===== src/rtl/bank_isu_credit_ctrl_if.sv =====
// -----------------------------------------------------------------------------
// bank_isu_credit_ctrl_if
//   Bundle between the bank issue-queue storage and its credit controller.
//   master : issue-queue side; drives enqueue/dequeue, slot state, releases.
//   slave  : credit controller; returns per-slot allow bits and counters.
//   Parameters must match those of the bank_isu_credit_ctrl it connects to.
//
//   Signals
//     iq_enqueue / iq_write_ptr   entry written this cycle, and its slot
//     enq_is_read / enq_ch_id     kind and channel of the enqueued op
//     iq_dequeue / iq_dequeue_ptr entry leaving this cycle, and its slot
//     iq_bottom_ptr               oldest slot, start point of the age scan
//     iq_valid_array              registered valid bits (excludes this
//                                 cycle's enqueue slot)
//     is_read_array, ch_id_array  per-slot read flag and channel
//     credit_release              one returned credit per channel
//     credit_allow_array          slot may issue
//     credit_num, pending_num     per-channel credit / uncredited-read counts
//     credit_err                  sticky error flag
// -----------------------------------------------------------------------------
interface bank_isu_credit_ctrl_if #(
   parameter int CH_NUM     = 4,
   parameter int PTR_WIDTH  = 4,
   parameter int CREDIT_MAX = 8
);
   localparam int CH_W  = (CH_NUM > 1) ? $clog2(CH_NUM) : 1;
   localparam int DEPTH = 1 << PTR_WIDTH;
   localparam int CW    = $clog2(CREDIT_MAX + 1);
   localparam int PW    = PTR_WIDTH + 1;

   logic                    iq_enqueue;
   logic [PTR_WIDTH-1:0]    iq_write_ptr;
   logic                    enq_is_read;
   logic [CH_W-1:0]         enq_ch_id;
   logic                    iq_dequeue;
   logic [PTR_WIDTH-1:0]    iq_dequeue_ptr;
   logic [PTR_WIDTH-1:0]    iq_bottom_ptr;
   logic [DEPTH-1:0]        iq_valid_array;
   logic [DEPTH-1:0]        is_read_array;
   logic [DEPTH*CH_W-1:0]   ch_id_array;
   logic [CH_NUM-1:0]       credit_release;
   logic [DEPTH-1:0]        credit_allow_array;
   logic [CH_NUM*CW-1:0]    credit_num;
   logic [CH_NUM*PW-1:0]    pending_num;
   logic                    credit_err;

   modport master (
      output iq_enqueue, iq_write_ptr, enq_is_read, enq_ch_id,
             iq_dequeue, iq_dequeue_ptr, iq_bottom_ptr,
             iq_valid_array, is_read_array, ch_id_array, credit_release,
      input  credit_allow_array, credit_num, pending_num, credit_err
   );

   modport slave (
      input  iq_enqueue, iq_write_ptr, enq_is_read, enq_ch_id,
             iq_dequeue, iq_dequeue_ptr, iq_bottom_ptr,
             iq_valid_array, is_read_array, ch_id_array, credit_release,
      output credit_allow_array, credit_num, pending_num, credit_err
   );
endinterface


===== src/rtl/bank_isu_credit_ctrl.sv =====
// -----------------------------------------------------------------------------
// bank_isu_credit_ctrl
//   Per-channel read-credit controller for the bank issue queue. Tracks the
//   credits of each channel, marks which queue slots may issue, and hands each
//   freed credit to the oldest waiting read of its channel (age order starts
//   at iq_bottom_ptr and wraps). Waiting reads always beat a newly enqueued
//   read of the same channel; each channel grants at most once per cycle.
//
//   Ports
//     clk     clock
//     rst     reset, asynchronous, active-high
//     iq_if   bank_isu_credit_ctrl_if.slave (see the interface file)
//
//   Optional feature macro: BANK_CREDIT_BYPASS_EN
//     defined   : a credit released this cycle may be granted this cycle.
//     undefined : a released credit is grantable from the next cycle.
// -----------------------------------------------------------------------------
module bank_isu_credit_ctrl #(
   parameter int CH_NUM     = 4,
   parameter int PTR_WIDTH  = 4,
   parameter int CREDIT_MAX = 8
) (
   input logic                   clk,
   input logic                   rst,
   bank_isu_credit_ctrl_if.slave iq_if
);
   localparam int CH_W  = (CH_NUM > 1) ? $clog2(CH_NUM) : 1;
   localparam int DEPTH = 1 << PTR_WIDTH;
   localparam int CW    = $clog2(CREDIT_MAX + 1);
   localparam int PW    = PTR_WIDTH + 1;

   // State
   logic [DEPTH-1:0]     allow_q,  allow_d;
   logic [CW-1:0]        credit_q [CH_NUM];
   logic [CW-1:0]        credit_d [CH_NUM];
   logic [PW-1:0]        pend_q   [CH_NUM];
   logic [PW-1:0]        pend_d   [CH_NUM];
   logic                 err_q,    err_d;

   // Per-channel grant decision
   logic [DEPTH-1:0]     need;
   logic [DEPTH-1:0]     need_c   [CH_NUM];
   logic [CH_NUM-1:0]    scan_hit;
   logic [PTR_WIDTH-1:0] scan_ptr [CH_NUM];
   logic [CH_NUM-1:0]    pend_nz;
   logic [CH_NUM-1:0]    enq_c;
   logic [CH_NUM-1:0]    has_credit;
   logic [CH_NUM-1:0]    alloc;
   logic [CH_NUM-1:0]    grant_enq;

   // A slot needs a credit while it holds a read that has not been allowed.
   assign need = iq_if.iq_valid_array & iq_if.is_read_array & ~allow_q;

   // NOTE: every variable written in an always_comb gets a value on every path
   // (defaults first), otherwise the tool infers a latch to hold the old value.
   always_comb begin
      for (int c = 0; c < CH_NUM; c++) begin
         need_c[c]   = '0;
         scan_hit[c] = 1'b0;
         scan_ptr[c] = '0;
         for (int i = 0; i < DEPTH; i++) begin
            need_c[c][i] = need[i] &
                           (iq_if.ch_id_array[i*CH_W +: CH_W] == CH_W'(c));
         end
         // Oldest-first search: walk from the bottom pointer, wrapping at DEPTH.
         for (int k = 0; k < DEPTH; k++) begin
            if (!scan_hit[c] &&
                need_c[c][PTR_WIDTH'(iq_if.iq_bottom_ptr + PTR_WIDTH'(k))]) begin
               scan_hit[c] = 1'b1;
               scan_ptr[c] = iq_if.iq_bottom_ptr + PTR_WIDTH'(k);
            end
         end

         pend_nz[c] = (pend_q[c] != '0);
         enq_c[c]   = iq_if.iq_enqueue & iq_if.enq_is_read &
                      (iq_if.enq_ch_id == CH_W'(c));
`ifdef BANK_CREDIT_BYPASS_EN
         has_credit[c] = (credit_q[c] != '0) | iq_if.credit_release[c];
`else
         has_credit[c] = (credit_q[c] != '0);
`endif
         alloc[c]     = has_credit[c] & (pend_nz[c] | enq_c[c]);
         // The new read only wins when nothing of its channel is waiting.
         grant_enq[c] = alloc[c] & ~pend_nz[c];
      end
   end

   // Next state. Slot updates are ordered dequeue, enqueue, grants, so a
   // same-slot enqueue overrides the dequeue clear and a grant overrides both.
   always_comb begin
      allow_d = allow_q;
      err_d   = err_q;
      for (int c = 0; c < CH_NUM; c++) begin
         credit_d[c] = credit_q[c];
         pend_d[c]   = pend_q[c];
      end

      if (iq_if.iq_dequeue) begin
         // Leaving without ever being allowed means a credit bookkeeping error.
         if (!allow_q[iq_if.iq_dequeue_ptr]) err_d = 1'b1;
         allow_d[iq_if.iq_dequeue_ptr] = 1'b0;
      end

      if (iq_if.iq_enqueue) begin
         // Non-reads need no credit; reads start blocked until granted.
         allow_d[iq_if.iq_write_ptr] = ~iq_if.enq_is_read;
      end

      for (int c = 0; c < CH_NUM; c++) begin
         if (alloc[c]) begin
            if (pend_nz[c]) begin
               if (scan_hit[c]) allow_d[scan_ptr[c]] = 1'b1;
            end else begin
               allow_d[iq_if.iq_write_ptr] = 1'b1;
            end
         end

         pend_d[c] = pend_q[c] + PW'(enq_c[c] & ~grant_enq[c])
                               - PW'(alloc[c] & pend_nz[c]);

         // A release into a full counter is dropped and flagged.
         if (iq_if.credit_release[c] && (credit_q[c] == CW'(CREDIT_MAX)) &&
             !alloc[c]) begin
            err_d = 1'b1;
         end else begin
            credit_d[c] = credit_q[c] - CW'(alloc[c])
                                      + CW'(iq_if.credit_release[c]);
         end
      end
   end

   // NOTE: sequential state uses non-blocking assignments so every flop samples
   // pre-edge values regardless of block ordering.
   // NOTE: the allow array is plain flops, not RAM, so it is reset with the
   // counters; no queue state may survive a reset.
   always_ff @(posedge clk or posedge rst) begin
      if (rst) begin
         allow_q <= '0;
         err_q   <= 1'b0;
         for (int c = 0; c < CH_NUM; c++) begin
            credit_q[c] <= CW'(CREDIT_MAX);
            pend_q[c]   <= '0;
         end
      end else begin
         allow_q <= allow_d;
         err_q   <= err_d;
         for (int c = 0; c < CH_NUM; c++) begin
            credit_q[c] <= credit_d[c];
            pend_q[c]   <= pend_d[c];
         end
      end
   end

   // Output packing
   always_comb begin
      iq_if.credit_allow_array = allow_q;
      iq_if.credit_err         = err_q;
      iq_if.credit_num         = '0;
      iq_if.pending_num        = '0;
      for (int c = 0; c < CH_NUM; c++) begin
         iq_if.credit_num[c*CW +: CW]  = credit_q[c];
         iq_if.pending_num[c*PW +: PW] = pend_q[c];
      end
   end

   // Invariants: the pending count mirrors the blocked reads in the queue, and
   // a credit counter never exceeds its reset value.
   always @(posedge clk) begin
      if (!rst) begin
         for (int c = 0; c < CH_NUM; c++) begin
            assert ($countones(need_c[c]) == int'(pend_q[c]));
            assert (credit_q[c] <= CW'(CREDIT_MAX));
         end
      end
   end

endmodule


===== src/flat_wrapper.sv =====
// flat-port wrapper written by rule: the top's interface ports become plain ports
module bank_isu_credit_ctrl_flat 
#(
   parameter int CH_NUM     = 4,
   parameter int PTR_WIDTH  = 4,
   parameter int CREDIT_MAX = 8
)
  (clk, rst, iq_if_iq_enqueue, iq_if_iq_write_ptr, iq_if_enq_is_read, iq_if_enq_ch_id, iq_if_iq_dequeue, iq_if_iq_dequeue_ptr, iq_if_iq_bottom_ptr, iq_if_iq_valid_array, iq_if_is_read_array, iq_if_ch_id_array, iq_if_credit_release, iq_if_credit_allow_array, iq_if_credit_num, iq_if_pending_num, iq_if_credit_err);
  bank_isu_credit_ctrl_if #(.CH_NUM(CH_NUM), .PTR_WIDTH(PTR_WIDTH), .CREDIT_MAX(CREDIT_MAX)) iq_if_i ();
  input logic clk;
  input logic rst;
  input wire logic [$bits(iq_if_i.iq_enqueue)-1:0] iq_if_iq_enqueue;
  input wire logic [$bits(iq_if_i.iq_write_ptr)-1:0] iq_if_iq_write_ptr;
  input wire logic [$bits(iq_if_i.enq_is_read)-1:0] iq_if_enq_is_read;
  input wire logic [$bits(iq_if_i.enq_ch_id)-1:0] iq_if_enq_ch_id;
  input wire logic [$bits(iq_if_i.iq_dequeue)-1:0] iq_if_iq_dequeue;
  input wire logic [$bits(iq_if_i.iq_dequeue_ptr)-1:0] iq_if_iq_dequeue_ptr;
  input wire logic [$bits(iq_if_i.iq_bottom_ptr)-1:0] iq_if_iq_bottom_ptr;
  input wire logic [$bits(iq_if_i.iq_valid_array)-1:0] iq_if_iq_valid_array;
  input wire logic [$bits(iq_if_i.is_read_array)-1:0] iq_if_is_read_array;
  input wire logic [$bits(iq_if_i.ch_id_array)-1:0] iq_if_ch_id_array;
  input wire logic [$bits(iq_if_i.credit_release)-1:0] iq_if_credit_release;
  output wire logic [$bits(iq_if_i.credit_allow_array)-1:0] iq_if_credit_allow_array;
  output wire logic [$bits(iq_if_i.credit_num)-1:0] iq_if_credit_num;
  output wire logic [$bits(iq_if_i.pending_num)-1:0] iq_if_pending_num;
  output wire logic [$bits(iq_if_i.credit_err)-1:0] iq_if_credit_err;
  assign iq_if_i.iq_enqueue = iq_if_iq_enqueue;
  assign iq_if_i.iq_write_ptr = iq_if_iq_write_ptr;
  assign iq_if_i.enq_is_read = iq_if_enq_is_read;
  assign iq_if_i.enq_ch_id = iq_if_enq_ch_id;
  assign iq_if_i.iq_dequeue = iq_if_iq_dequeue;
  assign iq_if_i.iq_dequeue_ptr = iq_if_iq_dequeue_ptr;
  assign iq_if_i.iq_bottom_ptr = iq_if_iq_bottom_ptr;
  assign iq_if_i.iq_valid_array = iq_if_iq_valid_array;
  assign iq_if_i.is_read_array = iq_if_is_read_array;
  assign iq_if_i.ch_id_array = iq_if_ch_id_array;
  assign iq_if_i.credit_release = iq_if_credit_release;
  assign iq_if_credit_allow_array = iq_if_i.credit_allow_array;
  assign iq_if_credit_num = iq_if_i.credit_num;
  assign iq_if_pending_num = iq_if_i.pending_num;
  assign iq_if_credit_err = iq_if_i.credit_err;
  bank_isu_credit_ctrl #(.CH_NUM(CH_NUM), .PTR_WIDTH(PTR_WIDTH), .CREDIT_MAX(CREDIT_MAX)) u_core (.clk(clk), .rst(rst), .iq_if(iq_if_i));
endmodule

===== config.mk =====
export PLATFORM = sky130hd
export DESIGN_NAME = bank_isu_credit_ctrl_flat
export DESIGN_NICKNAME = d
export VERILOG_FILES = /design/src/rtl/bank_isu_credit_ctrl_if.sv /design/src/rtl/bank_isu_credit_ctrl.sv /design/src/flat_wrapper.sv
export SDC_FILE = /design/constraint.sdc
export NUM_CORES = 1
export LEC_CHECK = 0
export ABC_AREA = 0
export CAP_MARGIN = 25
export CORE_MARGIN = 2
export CORE_UTILIZATION = 40
export CTS_CLUSTER_SIZE = 12
export DETAILED_ROUTE_END_ITERATION = 8
export GPL_ROUTABILITY_DRIVEN = 1
export HOLD_SLACK_MARGIN = 0.12
export PLACE_DENSITY = 0.64
export SKIP_LAST_GASP = 1
export SLEW_MARGIN = 0
export SYNTH_ARGS = -nofsm -noshare
export SYNTH_HDL_FRONTEND = slang
export SYNTH_SLANG_ARGS = --single-unit
export TNS_END_PERCENT = 100

===== constraint.sdc =====
create_clock -name clk -period 3.9 [get_ports clk]
set_input_delay 0.39 -clock clk [delete_from_list [all_inputs] [get_ports clk]]
set_output_delay 0.39 -clock clk [all_outputs]
set_load 0.01 [all_outputs]

==> results of run 1 <==
stage by stage:
| step | cells | setup WS (ps) | instance area, um2 | utilization | power, W |
|---|---|---|---|---|---|
| 2_1_floorplan | 1817 | -441 | 15200 | - | 0.00506 |
| 3_3_place_gp | 2989 | -880 | 21700 | 0.596 | 0.00831 |
| 3_5_place_dp | 2989 | -862 | 21700 | 0.596 | 0.00847 |
| 4_1_cts | 3019 | -245 | 22800 | 0.627 | 0.00938 |
| 5_1_grt | 3065 | -369 | 24000 | 0.658 | 0.0106 |
| 6_report | 3067 | -297 | 24000 | 0.659 | 0.0100 |
worst max-delay path: stages, from the launching register on:
cell and delay, ps:
dfrtp_2 460, buf_6 130, or4bb_4 600, o22a_4 270, mux4_2 660, mux2_4 330, and2_4 140, inv_2 50
a2bb2o_4 230, or4_4 480, o21a_4 270, and3_4 220, nand2_2 90, o311ai_1 100
Yosys cell counts, types with 11 or more instances:
cell	number	area, um2
dfrtp_1	49	1230
xnor2_1	28	245
o211ai_1	22	165
ha_1	55	688
nand2b_1	36	225
clkbuf_1	39	146
or4b_2	13	130
mux4_2	81	1820
and3_1	24	150
mux2_2	39	439
nand3_1	59	295
o22a_1	31	272
o22ai_1	74	463
o21a_1	11	82.6
a21oi_1	65	325
o2111ai_1	18	158
o221ai_1	21	184
nor2_1	124	465
buf_2	32	160
nand4b_1	19	166
mux2i_1	92	921
or4bb_1	17	191
o21ai_0	102	510
nor2b_1	21	131
a22oi_1	37	278
inv_1	77	289
buf_1	15	56.3
nand2_1	170	638
a31oi_1	14	87.6
a22o_1	11	96.3
and2_1	31	194
a21o_1	16	120
a211oi_1	22	165
or3_1	13	81.3
a221oi_1	23	201
nor4_1	12	75.1
o31ai_1	11	82.6
a211o_1	11	96.3
nand4_1	18	113
nor3_1	29	145
layer usage:
metal  GRT usage  vias to the layer above  routed length [um]
li1            -                     8843                   -
met1       0.520                     9985               31500
met2       0.703                     1416               38900
met3      0.0949                      431                9030
met4       0.295                        0                6980
met5           0                        -                   0
power by group through the flow:
stage	clock network [W]	registers [W]	logic, W
after global routing	0.000506	0.00136	0.00870
after floorplan	0	0.00128	0.00378
final	0.000490	0.00134	0.00818
after global placement	0	0.00130	0.00701
after CTS	0.000497	0.00131	0.00757
after detailed placement	0	0.00130	0.00717
path summary, 6_finish.rpt:
check / startpoint / slack [ps] / cells after the start / to
max in group asynchronous: rst / 2880 / 4 / u_core.iq_if.credit_allow_array[4]
min: rst / 280 / 2 / u_core.iq_if.credit_num[14]
min in group clk: u_core.iq_if.credit_num[15] / 530 / 2 / u_core.iq_if.credit_num[15]
min reg2reg: u_core.iq_if.credit_num[15] / 530 / 2 / u_core.iq_if.credit_num[15]
max reg2reg: u_core.iq_if.credit_allow_array[4] / -300 / 13 / u_core.iq_if.credit_allow_array[5]
max: u_core.iq_if.credit_allow_array[4] / -300 / 13 / u_core.iq_if.credit_allow_array[5]
layout make-up:
cell class	count	area share
clock inverter	2	0.000574
sequential	53	0.0560
clock buffer	6	0.00537
timing repair buffer	867	0.298
inverter	82	0.0137
multi-input combinational	1586	0.602
tap	468	0.0244
antenna	3	0.000313
state kept, by name, indices dropped and copies added, names as in the netlist:
| name | count |
|---|---|
| u_core.iq_if.pending_num | 20 |
| u_core.iq_if.credit_err | 1 |
| u_core.iq_if.credit_num | 16 |
| u_core.iq_if.credit_allow_array | 16 |
repair_timing:
item / CTS / global route
resized for setup: 204 / 165
pin swaps: 44 / 68
endpoints found under the setup margin: 16 / 16
buffers inserted: 22 / 45
hold buffers: 0 / 0
endpoints found under the hold margin: 0 / 0
kinds of logic after synthesis:
family          Yosys count
xor+xnor                 40
simple gates            665
compound gates          604
fa+ha+maj                63
flops                    53
mux                     214
buf+inv                 178
cell usage in the layout, fill, tap and decap left out, drive strengths merged, types with 19 or more instances in the layout:
cell type	netlist	layout
a211oi	23	23
ha	55	55
xnor2	32	32
a221oi	26	26
a21oi	66	66
nand4b	19	19
buf	57	732
mux4	81	81
o22a	31	31
dlygate4sd2	0	24
mux2	39	39
inv	79	80
dfrtp	49	49
o211ai	23	23
nor2b	22	22
nor2	126	126
o221ai	21	21
a22oi	37	37
nand2b	37	37
and3	24	24
nand4	21	21
clkdlybuf4s50	0	97
nand2	171	171
mux2i	94	94
and2	31	31
nor3	34	34
o21ai	105	105
nand3	60	60
o22ai	81	81
==> flow_metrics.env, run 1 <==
export IMPL_fmax_ghz=0.238
export IMPL_synth_async_reset_ratio=1.00
export IMPL_row_count=70
export IMPL_combPwrFrac=0.817
export IMPL_synth_fa_ha_area_frac=0.0576
export IMPL_cap_violations=0
export IMPL_hold_slack_ps=283
export IMPL_switching_share=0.494
export IMPL_synth_compound_area_share=0.301
export IMPL_netlist_area_um2=14700
export IMPL_initial_core_util=0.404
export IMPL_overflow=0
export IMPL_cts_buffers=5
export IMPL_tightestPinTransition_ps=976
export IMPL_multi_input_area_um2=14400
export IMPL_dieArea_um2=38400
export IMPL_dpl_hpwl_um=68900
export IMPL_synth_distinct_cells=116
export IMPL_area_growth_pct=62.8
export IMPL_yosys_warnings=0
export IMPL_status="finished with violations"
export IMPL_setup_viol=16
export IMPL_grt_max_degree=45
export IMPL_internal_power_w=0.00507
export IMPL_synth_simple_gate_area_frac=0.255
export IMPL_startpoint_type="flip-flop"
export IMPL_synth_main_ff_cell="dfrtp_1"
export IMPL_ioPinCount=140
export IMPL_leakagePower_nw=10.2
export IMPL_fin_skew_ps=7.36
export IMPL_vias_per_cell=6.74
export IMPL_synth_cells=1817
export IMPL_antenna_found_initial=2
export IMPL_worstPathArrival_ps=4380
export IMPL_fin_ws_ps=-297
export IMPL_hold_viol_final=0
export IMPL_fp_dieW_um=196
export IMPL_min_path_type="primary input to asynchronous set/reset pin"
export IMPL_synth_xor_area_frac=0.0258
export IMPL_htree_levels=2
export IMPL_cts_sinks=53
export IMPL_min_period_over_period=1.08
export IMPL_register_area_um2=1340
export IMPL_drt_wl_total_um=86400
export IMPL_avgSynthCellArea_um2=8.11
export IMPL_coreArea_um2=36400
export IMPL_antenna_left=0
export IMPL_fin_crit_ps=4200
export IMPL_cts_tree="built"
export IMPL_seqPwrFrac=0.134
export IMPL_portBuffers=139
export IMPL_synth_top_family_by_area="compound AO/OA/AOI/OAI gates"
export IMPL_p_clk_frac=0.049
export IMPL_vias=20675
export IMPL_die_h_um=196
export IMPL_path_clk_slew_ps=80
export IMPL_synthMuxAreaShare=0.219
export IMPL_seq_area_frac_synth=0.0903
export IMPL_crit_path_end_kind="flip-flop"
export IMPL_cp_max_fo=7
export IMPL_drt_iter0_drc=2565
export IMPL_grt_total_usage=0.435
export IMPL_wl_per_cell_um=28.2
export IMPL_synth_edf_count=0
export IMPL_cts_path_max_buffers=2
export IMPL_drive_above_1_share=0.456
export IMPL_powerDensity_nw_per_um2=417
export IMPL_nNetsFinal=2745
export IMPL_syn_num_nets=1967
export IMPL_first_global_vias=20229
export IMPL_violations="negative setup slack"
export IMPL_slew_violations=0
export IMPL_rsz0062_at_grt="yes"
export IMPL_crit_type="flip-flop to flip-flop"
export IMPL_dr_pass1_iters=9
export IMPL_synth_seq_cells=53
export IMPL_max_slew_margin_rel=0.340
export IMPL_tns_ps=-4030
export IMPL_fill_cells=3093
export IMPL_required_ps=4080
export IMPL_gp_congestion=1.11
export IMPL_switchingPower_w=0.00494
export IMPL_drc=0
export IMPL_insertion_delay_ps=310
export IMPL_cts_root_buffer="clkbuf_16"
export IMPL_ir_drop_mv=0.529
export IMPL_grt_pass1_wl_um=126000
Power figures use the tool's default switching activity.
==> run 2: changes to the inputs <==
Settings changed: PLACE_DENSITY 0.64 to default.
==> flow_metrics.env, run 2 (synthesized netlist as in run 1, its figures left out) <==
export IMPL_drive_above_1_share=0.468
export IMPL_vias=20539
export IMPL_portBuffers=139
export IMPL_r2r_cells=14
export IMPL_critPathTopFamily="compound AO/OA/AOI/OAI gates"
export IMPL_gp_congestion=1.13
export IMPL_critical_path_max_stage_delay_ps=620
export IMPL_dp_cells=2998
export IMPL_ir_drop_mv=0.530
export IMPL_crit_path_end_kind="flip-flop"
export IMPL_fmax_ghz=0.240
export IMPL_violations="negative setup slack"
export IMPL_cts_tree="built"
export IMPL_row_count=70
export IMPL_vias_per_cell=6.68
export IMPL_coreArea_um2=36400
export IMPL_wl_per_cell_um=27.8
export IMPL_worstPathArrival_ps=4350
export IMPL_crit_top_cell="buf_6"
export IMPL_drc=0
export IMPL_dieArea_um2=38400
export IMPL_hold_viol_final=0
export IMPL_cts_sinks=53
export IMPL_postCtsHoldBufs=0
export IMPL_cp_depth=15
export IMPL_drt_wl_total_um=85500
export IMPL_min_path_type="primary input to asynchronous set/reset pin"
export IMPL_final_common_cell="buf_4"
export IMPL_largest_register_ffs=20
export IMPL_required_ps=4090
export IMPL_cap_violations=0
export IMPL_layout_common_cells="buf_4 (683), nand2_1 (153), nor2_1 (113)"
export IMPL_cts_buffers=5
export IMPL_fin_skew_ps=19.0
export IMPL_cts_path_max_buffers=2
export IMPL_insertion_delay_ps=330
export IMPL_cts_root_buffer="clkbuf_16"
export IMPL_powerDensity_nw_per_um2=417
export IMPL_crit_chain="dlygate4sd2_1 > or4bb_4 > o22a_4 > mux4_2 > buf_6 > o221a_4 > o311ai_4 > a22oi_2 > o211a_1 > o31ai_4 > buf_6 > buf_6 > nor2_4 > a221oi_2 > nand3_1"
export IMPL_antenna_left=0
export IMPL_grt_pass1_wl_um=125000
export IMPL_leakagePower_nw=10.4
export IMPL_path_clk_slew_ps=90
export IMPL_min_period_over_period=1.07
export IMPL_worst_path_buf_inv=4
export IMPL_area_growth_pct=65.7
export IMPL_fin_ws_ps=-259
export IMPL_nNetsFinal=2754
export IMPL_crit_type="primary input to flip-flop"
export IMPL_die_h_um=196
export IMPL_grt_total_usage=0.433
export IMPL_cp_slowest_cell="or4bb_4"
export IMPL_dr_pass1_iters=6
export IMPL_max_slew_margin_rel=0.279
export IMPL_utilization=0.670
export IMPL_tightestPinTransition_ps=1050
export IMPL_initial_core_util=0.404
export IMPL_fin_crit_ps=4160
export IMPL_startpoint_type="primary input"
export IMPL_status="finished with violations"
export IMPL_htree_levels=2
export IMPL_overflow=0
export IMPL_cp_max_fo=4
export IMPL_fp_dieW_um=196
export IMPL_dpl_hpwl_um=69300
export IMPL_antenna_found_initial=2
export IMPL_setup_viol=16
export IMPL_first_global_vias=20089
export IMPL_rsz0062_at_grt="yes"
export IMPL_finalNonFillerCells=3074
export IMPL_grt_max_degree=40
export IMPL_drt_iter0_drc=2823
export IMPL_ioPinCount=140
export IMPL_slew_violations=0
export IMPL_fill_cells=3048
run 2: area by class of cell:
class,count,area [um2],share of cell area
Timing Repair Buffer,876,7350,0.301
Antenna cell,1,2.50,0.000103
Clock buffer,5,125,0.00513
Inverter,82,333,0.0136
Clock inverter,3,43.8,0.00179
Tap cell,468,586,0.0240
Sequential cell,53,1350,0.0552
Multi-Input combinational cell,1586,14600,0.599
run 2: through the flow:
stage	total power [W]	area, um2	TNS (ps)	setup WS [ps]	hold WS, ps
final	0.0102	24400	-2710	-259	220
after global routing	0.0107	24400	-3800	-306	226
after CTS	0.00960	23400	-1750	-150	514
after detailed placement	0.00846	21800	-13780	-1150	493
after global placement	0.00826	21800	-13990	-1170	492
after floorplan	0.00506	15200	-5990	-441	511
run 2: worst paths after layout:
kind	endpoint	start	slack, ps
max in group asynchronous	u_core.iq_if.credit_num[7]	rst	2850
worst max register to register	u_core.iq_if.credit_allow_array[13]	u_core.iq_if.credit_allow_array[11]	-240
worst max-delay path	u_core.iq_if.credit_allow_array[13]	iq_if_iq_valid_array[9]	-260
min in group clk	u_core.iq_if.credit_err	u_core.iq_if.credit_err	520
worst min register to register	u_core.iq_if.credit_err	u_core.iq_if.credit_err	520
worst min-delay path	u_core.iq_if.pending_num[19]	rst	220
run 2: where the power goes:
group | total (W) | internal [W] | switching (W)
registers | 0.00133 | 0.000899 | 0.000428
logic | 0.00829 | 0.00399 | 0.00429
clock network | 0.000567 | 0.000306 | 0.000261
total | 0.0102 | 0.00520 | 0.00498
run 2: worst register-to-register path: stages, from the launching register on:
cell,delay [ps]
dfrtp_2,510
or4bb_4,580
o22a_4,280
mux4_2,530
buf_6,170
o221a_4,260
o311ai_4,220
a22oi_2,160
o211a_1,280
o31ai_4,300
buf_6,160
buf_6,90
nor2_4,50
a221oi_2,250
nand3_1,160
run 2: routing by layer:
layer / share of wire / GRT usage / vias to the layer above
met5: 0 / 0 / -
met4: 0.070 / 0.254 / 0
met3: 0.12 / 0.118 / 362
met2: 0.43 / 0.673 / 1415
met1: 0.38 / 0.539 / 9903
li1: - / - / 8859
run 2: repair_timing:
item                       CTS  global route
pin swaps                   68            76
setup endpoints to repair   16            16
gates resized for setup    281           151
buffers inserted            38            28
